File: config.mk
export PLATFORM = sky130hd
export DESIGN_NAME = lcb_responder
export DESIGN_NICKNAME = d
export VERILOG_FILES = /design/src/rtl/lcb_responder.sv
export SDC_FILE = /design/constraint.sdc
export NUM_CORES = 1
export LEC_CHECK = 0
export ABC_AREA = 1
export ABC_CLOCK_PERIOD_IN_PS = 8600
export CORE_ASPECT_RATIO = 1.1
export CORE_MARGIN = 2
export CORE_UTILIZATION = 39
export CTS_CLUSTER_DIAMETER = 80
export DETAILED_ROUTE_END_ITERATION = 16
export GPL_TIMING_DRIVEN = 1
export PLACE_DENSITY = 0.55
export REMOVE_ABC_BUFFERS = 1
export SLEW_MARGIN = 20
export SYNTH_ARGS = -nofsm -noshare
export SYNTH_HDL_FRONTEND = slang
export SYNTH_SLANG_ARGS = --single-unit
File: constraint.sdc
create_clock -name clk -period 8.6 [get_ports clk]
set_clock_uncertainty 0.2 [all_clocks]
set_input_delay 1.72 -clock clk [delete_from_list [all_inputs] [get_ports clk]]
set_output_delay 1.72 -clock clk [all_outputs]
set_load 0.01 [all_outputs]
File: src/rtl/lcb_responder.sv
// lcb_responder
//   Device end of the RS485 poll link. Receives a 4-byte request
//   {addr, start_reg, count, xor}, validates it, turns the half-duplex
//   line around and replies with `count` register bytes plus their XOR.
//
// Ports
//   clk, rst        system clock, asynchronous active-high reset
//   rx              RS485 receive line (asynchronous, synchronised here)
//   tx              RS485 transmit line, idle high
//   dirTX / dirRX   driver enable / receiver enable (active-low), always equal
//   rd_en, rd_addr  register read strobe and address, one strobe per byte
//   rd_data         register data, valid the clk after rd_en
//   busy            high from the first request start bit to the end of the reply tail
//   rq_ok / err     1-clk pulses: request accepted / addressed frame rejected
//
// Handshake: rd_en is a single-cycle request with no back-pressure; rd_data is
// captured exactly one clk later, unconditionally.
module lcb_responder #(
   parameter int         CLKS_PER_BIT = 16,
   parameter logic [7:0] DEV_ADDR     = 8'h05,
   parameter int         RESP_MAX     = 16,
   parameter int         TURN_BITS    = 2,
   parameter int         TIMEOUT_BITS = 20
) (
   input  logic       clk,
   input  logic       rst,
   input  logic       rx,
   output logic       tx,
   output logic       dirTX,
   output logic       dirRX,
   output logic       rd_en,
   output logic [7:0] rd_addr,
   input  logic [7:0] rd_data,
   output logic       busy,
   output logic       rq_ok,
   output logic       err
);

   localparam logic [15:0] BIT_LAST  = 16'(CLKS_PER_BIT - 1);
   localparam logic [15:0] HALF_LAST = 16'(CLKS_PER_BIT / 2 - 1);
   localparam logic [15:0] TURN_LAST = 16'(TURN_BITS * CLKS_PER_BIT - 1);
   localparam logic [15:0] TOUT_LAST = 16'(TIMEOUT_BITS * CLKS_PER_BIT - 1);
   localparam logic [7:0]  RMAX      = 8'(RESP_MAX);

   // S_RX_GAP is the idle time between request bytes, where the timeout runs.
   typedef enum logic [3:0] {
      S_IDLE, S_RX_BYTE, S_RX_GAP, S_CHECK, S_TURN,
      S_TX_FETCH, S_TX_SHIFT, S_TX_CSUM, S_TAIL
   } state_t;

   state_t      state_q, state_d;
   logic [15:0] cnt_q, cnt_d;       // clk counter: bit timing, turnaround, timeout
   logic [3:0]  bit_q, bit_d;       // 0 = start, 1..8 data, 9 = stop
   logic [1:0]  byte_q, byte_d;     // request byte index
   logic [7:0]  rsh_q, rsh_d;       // receive shift register
   logic [7:0]  b0_q, b0_d, b1_q, b1_d, b2_q, b2_d, b3_q, b3_d;
   logic [7:0]  idx_q, idx_d;       // reply data byte index
   logic [7:0]  csum_q, csum_d;     // running XOR of sent data bytes
   logic [9:0]  tsh_q, tsh_d;       // {stop, data, start}, shifted out LSB first
   logic        rx_m_q, rx_s_q, rx_p_q;
   logic        rx_fall;

   assign rx_fall = rx_p_q & ~rx_s_q;

   always_ff @(posedge clk or posedge rst) begin
      if (rst) begin
         state_q <= S_IDLE;
         cnt_q   <= '0;
         bit_q   <= '0;
         byte_q  <= '0;
         rsh_q   <= '0;
         b0_q    <= '0;
         b1_q    <= '0;
         b2_q    <= '0;
         b3_q    <= '0;
         idx_q   <= '0;
         csum_q  <= '0;
         tsh_q   <= '1;
         rx_m_q  <= 1'b1;
         rx_s_q  <= 1'b1;
         rx_p_q  <= 1'b1;
      end else begin
         state_q <= state_d;
         cnt_q   <= cnt_d;
         bit_q   <= bit_d;
         byte_q  <= byte_d;
         rsh_q   <= rsh_d;
         b0_q    <= b0_d;
         b1_q    <= b1_d;
         b2_q    <= b2_d;
         b3_q    <= b3_d;
         idx_q   <= idx_d;
         csum_q  <= csum_d;
         tsh_q   <= tsh_d;
         rx_m_q  <= rx;
         rx_s_q  <= rx_m_q;
         rx_p_q  <= rx_s_q;
      end
   end

   always_comb begin
      state_d = state_q;
      cnt_d   = cnt_q;
      bit_d   = bit_q;
      byte_d  = byte_q;
      rsh_d   = rsh_q;
      b0_d    = b0_q;
      b1_d    = b1_q;
      b2_d    = b2_q;
      b3_d    = b3_q;
      idx_d   = idx_q;
      csum_d  = csum_q;
      tsh_d   = tsh_q;
      rd_en   = 1'b0;
      rq_ok   = 1'b0;
      err     = 1'b0;

      case (state_q)
         S_IDLE: begin
            if (rx_fall) begin
               state_d = S_RX_BYTE;
               cnt_d   = '0;
               bit_d   = '0;
               byte_d  = '0;
            end
         end

         S_RX_GAP: begin
            cnt_d = cnt_q + 16'd1;
            if (rx_fall) begin
               state_d = S_RX_BYTE;
               cnt_d   = '0;
               bit_d   = '0;
            end else if (cnt_q == TOUT_LAST) begin
               state_d = S_IDLE;
            end
         end

         S_RX_BYTE: begin
            cnt_d = cnt_q + 16'd1;
            if (bit_q == 4'd0) begin
               if (cnt_q == HALF_LAST) begin
                  cnt_d = '0;
                  // Line back high mid start bit: a glitch, not a byte.
                  if (rx_s_q) state_d = (byte_q == 2'd0) ? S_IDLE : S_RX_GAP;
                  else        bit_d   = 4'd1;
               end
            end else if (cnt_q == BIT_LAST) begin
               cnt_d = '0;
               bit_d = bit_q + 4'd1;
               if (bit_q != 4'd9) begin
                  rsh_d = {rx_s_q, rsh_q[7:1]};
               end else if (!rx_s_q) begin
                  // Framing error: only report it when the frame was ours.
                  state_d = S_IDLE;
                  err     = (byte_q != 2'd0) && (b0_q == DEV_ADDR);
               end else begin
                  case (byte_q)
                     2'd0:    b0_d = rsh_q;
                     2'd1:    b1_d = rsh_q;
                     2'd2:    b2_d = rsh_q;
                     default: b3_d = rsh_q;
                  endcase
                  byte_d  = byte_q + 2'd1;
                  state_d = (byte_q == 2'd3) ? S_CHECK : S_RX_GAP;
               end
            end
         end

         S_CHECK: begin
            cnt_d = '0;
            if (b0_q != DEV_ADDR) begin
               state_d = S_IDLE;
            end else if (((b0_q ^ b1_q ^ b2_q) != b3_q) || (b2_q == 8'd0) || (b2_q > RMAX)) begin
               err     = 1'b1;
               state_d = S_IDLE;
            end else begin
               rq_ok   = 1'b1;
               idx_d   = '0;
               csum_d  = '0;
               state_d = S_TURN;
            end
         end

         S_TURN: begin
            cnt_d = cnt_q + 16'd1;
            if (cnt_q == TURN_LAST) begin
               cnt_d   = '0;
               state_d = S_TX_FETCH;
            end
         end

         // Cycle 0 strobes the read, cycle 1 captures the returned byte.
         S_TX_FETCH: begin
            if (cnt_q == 16'd0) begin
               rd_en = 1'b1;
               cnt_d = 16'd1;
            end else begin
               tsh_d   = {1'b1, rd_data, 1'b0};
               csum_d  = csum_q ^ rd_data;
               idx_d   = idx_q + 8'd1;
               cnt_d   = '0;
               bit_d   = '0;
               state_d = S_TX_SHIFT;
            end
         end

         S_TX_SHIFT, S_TX_CSUM: begin
            cnt_d = cnt_q + 16'd1;
            if (cnt_q == BIT_LAST) begin
               cnt_d = '0;
               tsh_d = {1'b1, tsh_q[9:1]};
               bit_d = bit_q + 4'd1;
               if (bit_q == 4'd9) begin
                  bit_d = '0;
                  if (state_q == S_TX_CSUM) begin
                     state_d = S_TAIL;
                  end else if (idx_q == b2_q) begin
                     tsh_d   = {1'b1, csum_q, 1'b0};
                     state_d = S_TX_CSUM;
                  end else begin
                     state_d = S_TX_FETCH;
                  end
               end
            end
         end

         S_TAIL: begin
            cnt_d = cnt_q + 16'd1;
            if (cnt_q == BIT_LAST) begin
               cnt_d   = '0;
               state_d = S_IDLE;
            end
         end

         default: state_d = S_IDLE;
      endcase
   end

   // Outputs decoded straight from registers so reset clears them at once.
   assign tx      = ((state_q == S_TX_SHIFT) || (state_q == S_TX_CSUM)) ? tsh_q[0] : 1'b1;
   assign dirTX   = (state_q == S_TURN) || (state_q == S_TX_FETCH) || (state_q == S_TX_SHIFT) ||
                    (state_q == S_TX_CSUM) || (state_q == S_TAIL);
   assign dirRX   = dirTX;
   assign busy    = (state_q != S_IDLE);
   assign rd_addr = b1_q + idx_q;

endmodule

After elaboration in Yosys (flattened, before gate mapping)
Cells that the tools add are included.
Operators by class
  add/sub/neg operators: 5
  magnitude comparators: 1
  equal/unequal tests: 40
  muxes and demuxes: 69
  bitwise gates (word level): 8
  reductions and logical operators: 35
Operators by type and width (number)
  $pmux W16 S7: 1
  $mux W16: 6
  $mux W4: 22
  $mux W8: 4
  $pmux W4 S8: 1
  $pmux W8 S2: 2
  $reduce_and A6 Y1: 5
  $mux W9: 3
  $ne A2 B2 Y1 const B: 12
  $xor A8 B8 Y8: 3
  $mux W10: 2
  $pmux W10 S2: 1
  $ne A3 B3 Y1 const B: 6
  $add A16 B1 Y16 const B: 1
  $eq A16 B3 Y1 const B: 1
  $eq A16 B4 Y1 const B: 1
  $eq A16 B5 Y1 const B: 1
  $eq A16 B9 Y1 const B: 1
  $eq A4 B3 Y1 const B: 4
  $logic_not A16 Y1: 1
  $mux W2: 8
  $pmux W4 S4: 1
  $mux W1: 14
  $reduce_and A11 Y1: 1
  other kinds (35): 56
Word-level totals
  flip-flop bits (word level): 95
  input port bits: 11
  output and inout port bits: 15
  logic and storage cells: 173

Logic depth before layout (Yosys ltp)
  word-level depth: 8
  depth in mapped cells: 16
  gate-level depth less buffers: 14

Least setup slack after synthesis
OpenSTA, ideal clock, no wires.
  kind: register -> output
  from: reg idx_q[0]
  to: out rd_addr[6]
  data arrival time: 1726 ps
  required time: 6680 ps
  setup slack: 4954 ps
  stages on the path, launching flop included: 9
  path buffers: 0
  cell sequence: dfrtp_1 > ha_1 > inv_1 > fa_1 > o21ai_0 > a21oi_1 > nor2_1 > nor2_1 > xnor2_1
Between the ends
  word-level cells in the longest chain between the ends: 1
Ends and longest elaborated chain
  start: declaration: RTL line 57  | logic [7:0] idx_q, idx_d;
  start signal: assignment: RTL line 92  | idx_q <= idx_d;
  $add A8 B8 Y8: RTL line 246  | assign rd_addr = b1_q + idx_q;
  end: declaration: RTL line 32  | output logic [7:0] rd_addr,
No other way between the ends.

Worst setup path after layout
Ends and elaborated chain as after synthesis.

==> flow_summary.json <==
{
  "rows": 48,
  "grt_pass1_vias": 4833,
  "cap_viol_max_count": 0,
  "crit_arrival_ns": 2.75,
  "numCtsBuffers": 9,
  "grt_max_degree": 65,
  "synth.distinct_cells": 40,
  "crit_end": "rd_addr[6]",
  "holdBufCountCts": 0,
  "viasPerCell": 4.823,
  "nets": 895,
  "setup_viol": 0,
  "yosysTopAreaCell": "dfrtp_1",
  "crit_family": "adder cells",
  "pwr_density_cell_nw_per_um2": 173.6,
  "cp.depth": 9,
  "io_buffer_count": 25,
  "cp_num_buf_inv": 2,
  "dieHeight_um": 136.2,
  "wl_per_cell_um": 13.68,
  "drtPass1Iterations": 5,
  "yosys_warnings": 0,
  "clk_path_buf_depth": 2,
  "rsz0062_at_grt": "no",
  "cp-end-kind": "primary output",
  "ir_drop_v": 0.00009179,
  "cpMostUsedCell": "nor2_1",
  "fin_tns_setup_ns": 0,
  "dieArea_um2": 16920,
  "status": "completed",
  "ctsHtreeMaxLevel": 3,
  "initial_core_util_pct": 39.70,
  "cp-start-kind": "flop",
  "vias": 5161,
  "crit_path_cell_trace": "ha_1 -> inv_1 -> fa_1 -> o21ai_0 -> a21oi_1 -> nor2_1 -> nor2_1 -> xnor2_1 -> clkdlybuf4s50_1",
  "synth.area.top_cells": "dfrtp_1 33%, nand2_1 16%, inv_1 6.7%",
  "ff_latch_area_um2": 2367,
  "antenna_cells": 0,
  "fp.dieW_um": 124.2,
  "post-route-period-util_pct": 54.27,
  "synthCells": 845,
  "drc": 0,
  "slowest_delay_ns": 0.55,
  "r2r.worst_path.cells": 7,
  "fmax_mhz": 214.2,
  "fin_util_pct": 44.12,
  "fillers": 1632,
  "dp.final_hpwl_mm": 10.75,
  "root_buffer": "clkbuf_16",
  "drive_gt1_share_pct": 8.506,
  "yosys_register_bits": 94,
  "grt-ovfl-total": 0,
  "leakage_nw": 3.343,
  "synth_area_um2": 6198,
  "antenna_left": 0,
  "cts_resized": 0,
  "holdWs_ns": 0.1554,
  "hold_viol": 0,
  "async_flop_share_pct": 100.0,
  "worst_pin_slew_ns": 0.8364,
  "critPathKind": "flop to primary output",
  "core_um2": 15620,
  "slew_violations": 0,
  "hp-class": "flop to flop",
  "worstPathMaxFanout": 7,
  "critical_path.startpoint": "idx_q[0]$_DFFE_PP0P_",
  "yosysSeqAreaShare_pct": 38.19,
  "clkSlewWorstSetupHoldPaths_ns": 0.07,
  "synth_top_flop_cell": "dfrtp_1",
  "synthToLayoutAreaGrowth_pct": 11.14,
  "grt_pass1_wl_mm": 24.41,
  "worstReg2RegStart": "state_q[3]$_DFFE_PP0P_",
  "synth-edff-count": 0,
  "antenna_found_initial": 0,
  "wl_mm": 14.64,
  "worst_ep_required_time_ns": 6.68,
  "cts_setup_buffers": 0,
  "multi_input_area_um2": 3278,
  "rrSetupSlack_ns": 5.83,
  "grt.total_usage_pct": 17.92,
  "postSynthAreaPerCell_um2": 7.335,
  "globalplace.congestion": 0.8253,
  "cp_slowest_cell": "clkdlybuf4s50_1",
  "synthDominantCellAreaShare_pct": 33.10,
  "cts_sinks": 94,
  "ios": 26,
  "slew_headroom_pct": 44.24,
  "clk_latency_ns": 0.35,
  "drt_iter0_markers": 266,
  "r2r-end": "cnt_q[14]$_DFFE_PP0P_",
  "tritoncts": "built",
  "period_needed_ns": 4.668
}
[kinds of logic after synthesis]
group / after synthesis / share of synthesized area, %
AND/OR/NAND/NOR: 467 / 35.12
AO/OA/AOI/OAI: 91 / 8.155
flip-flops: 94 / 38.19
XOR/XNOR: 40 / 5.652
buffers and inverters: 134 / 8.922
adder cells (fa/ha/maj): 19 / 3.956
[stage by stage]
step           setup WS (ns)  std cells  instance area, um^2  total power [W]
2_1_floorplan          4.251        828                 6085        0.0007165
3_3_place_gp           4.350       1054                 6595        0.0008003
3_5_place_dp           4.302       1054                 6595        0.0007995
4_1_cts                3.904       1070                 6889         0.001211
5_1_grt                3.787       1070                 6889         0.001263
6_report               3.932       1070                 6889         0.001196
[metal layers]
metal | GRT usage [%] | part of all wire, % | vias to the layer above
li1 | - | - | 2711
met1 | 24.75 | 50 | 2373
met2 | 29.05 | 46 | 61
met3 | 2.125 | 2.3 | 16
met4 | 6.679 | 1.8 | 0
met5 | 0 | 0 | -
[final cells by class]
cell class,instances,area share [%]
inverter,117,6.411
timing repair buffer,26,3.741
clock inverter,3,0.6357
multi-input combinational,617,47.58
tap,200,3.632
clock buffer,13,3.632
sequential,94,34.36
[cell usage in the layout, fill, tap and decap left out, types with 2 or more instances in the layout]
| cell | n |
|---|---|
| inv_2 | 6 |
| o21ai_0 | 23 |
| nor2_8 | 3 |
| o31ai_1 | 3 |
| nor2_4 | 5 |
| inv_1 | 110 |
| dfrtp_1 | 82 |
| a21oi_1 | 14 |
| nand3_2 | 7 |
| o211ai_1 | 6 |
| o21ai_1 | 35 |
| nand4_4 | 2 |
| nand4_1 | 14 |
| nand2_4 | 5 |
| o21ai_2 | 4 |
| nor2_2 | 5 |
| nand2_1 | 261 |
| clkbuf_1 | 3 |
| nor3_4 | 2 |
| xnor2_1 | 17 |
| clkdlybuf4s50_1 | 25 |
| nand3_1 | 53 |
| o22ai_1 | 2 |
| dfstp_2 | 12 |
| ha_1 | 18 |
| clkbuf_16 | 9 |
| nor2_1 | 81 |
| a21oi_2 | 2 |
| nand3b_1 | 8 |
| nand2_2 | 4 |
| nor3_1 | 13 |
| a31oi_1 | 2 |
| xor2_1 | 23 |
[registers in the layout (all words and copies together), names as in the netlist, 2 cells and up]
register / flops
b1_q: 8
b0_q: 8
state_q: 4
csum_q: 8
cnt_q: 16
bit_q: 4
rsh_q: 8
b3_q: 8
byte_q: 2
idx_q: 8
tsh_q: 9
b2_q: 8
[power breakdown]
group	switching [W]	internal (W)	total (W)
clock network	0.000172	0.000234	0.000406
registers	0.0000263	0.000462	0.000489
logic	0.000214	0.0000880	0.000302
[how the worst min path moves through the flow]
stage | startpoint | cells after the start | slack (ns) | to
after floorplan | rx_m_q$_DFF_PP1_ | 0 | 0.15 | rx_s_q$_DFF_PP1_
after global placement | rx_m_q$_DFF_PP1_ | 0 | 0.15 | rx_s_q$_DFF_PP1_
after detailed placement | rx_m_q$_DFF_PP1_ | 0 | 0.15 | rx_s_q$_DFF_PP1_
after CTS | rx_m_q$_DFF_PP1_ | 0 | 0.16 | rx_s_q$_DFF_PP1_
after global routing | rx_m_q$_DFF_PP1_ | 0 | 0.17 | rx_s_q$_DFF_PP1_
final | rx_m_q$_DFF_PP1_ | 0 | 0.16 | rx_s_q$_DFF_PP1_
[synth_stat cells (5+ instances only)]
library cell,n
nand2_1,261
inv_1,111
dfrtp_1,82
nor2_1,81
nand3_1,53
o21ai_1,35
o21ai_0,23
xor2_1,23
ha_1,18
xnor2_1,17
a21oi_1,14
nand4_1,14
nor3_1,13
dfstp_2,12
nand3b_1,8
nand3_2,7
buf_2,6
inv_2,6
o211ai_1,6
buf_4,5
nand2_4,5
nor2_2,5
nor2_4,5
Note: power is estimated with default switching activity, not from simulation.
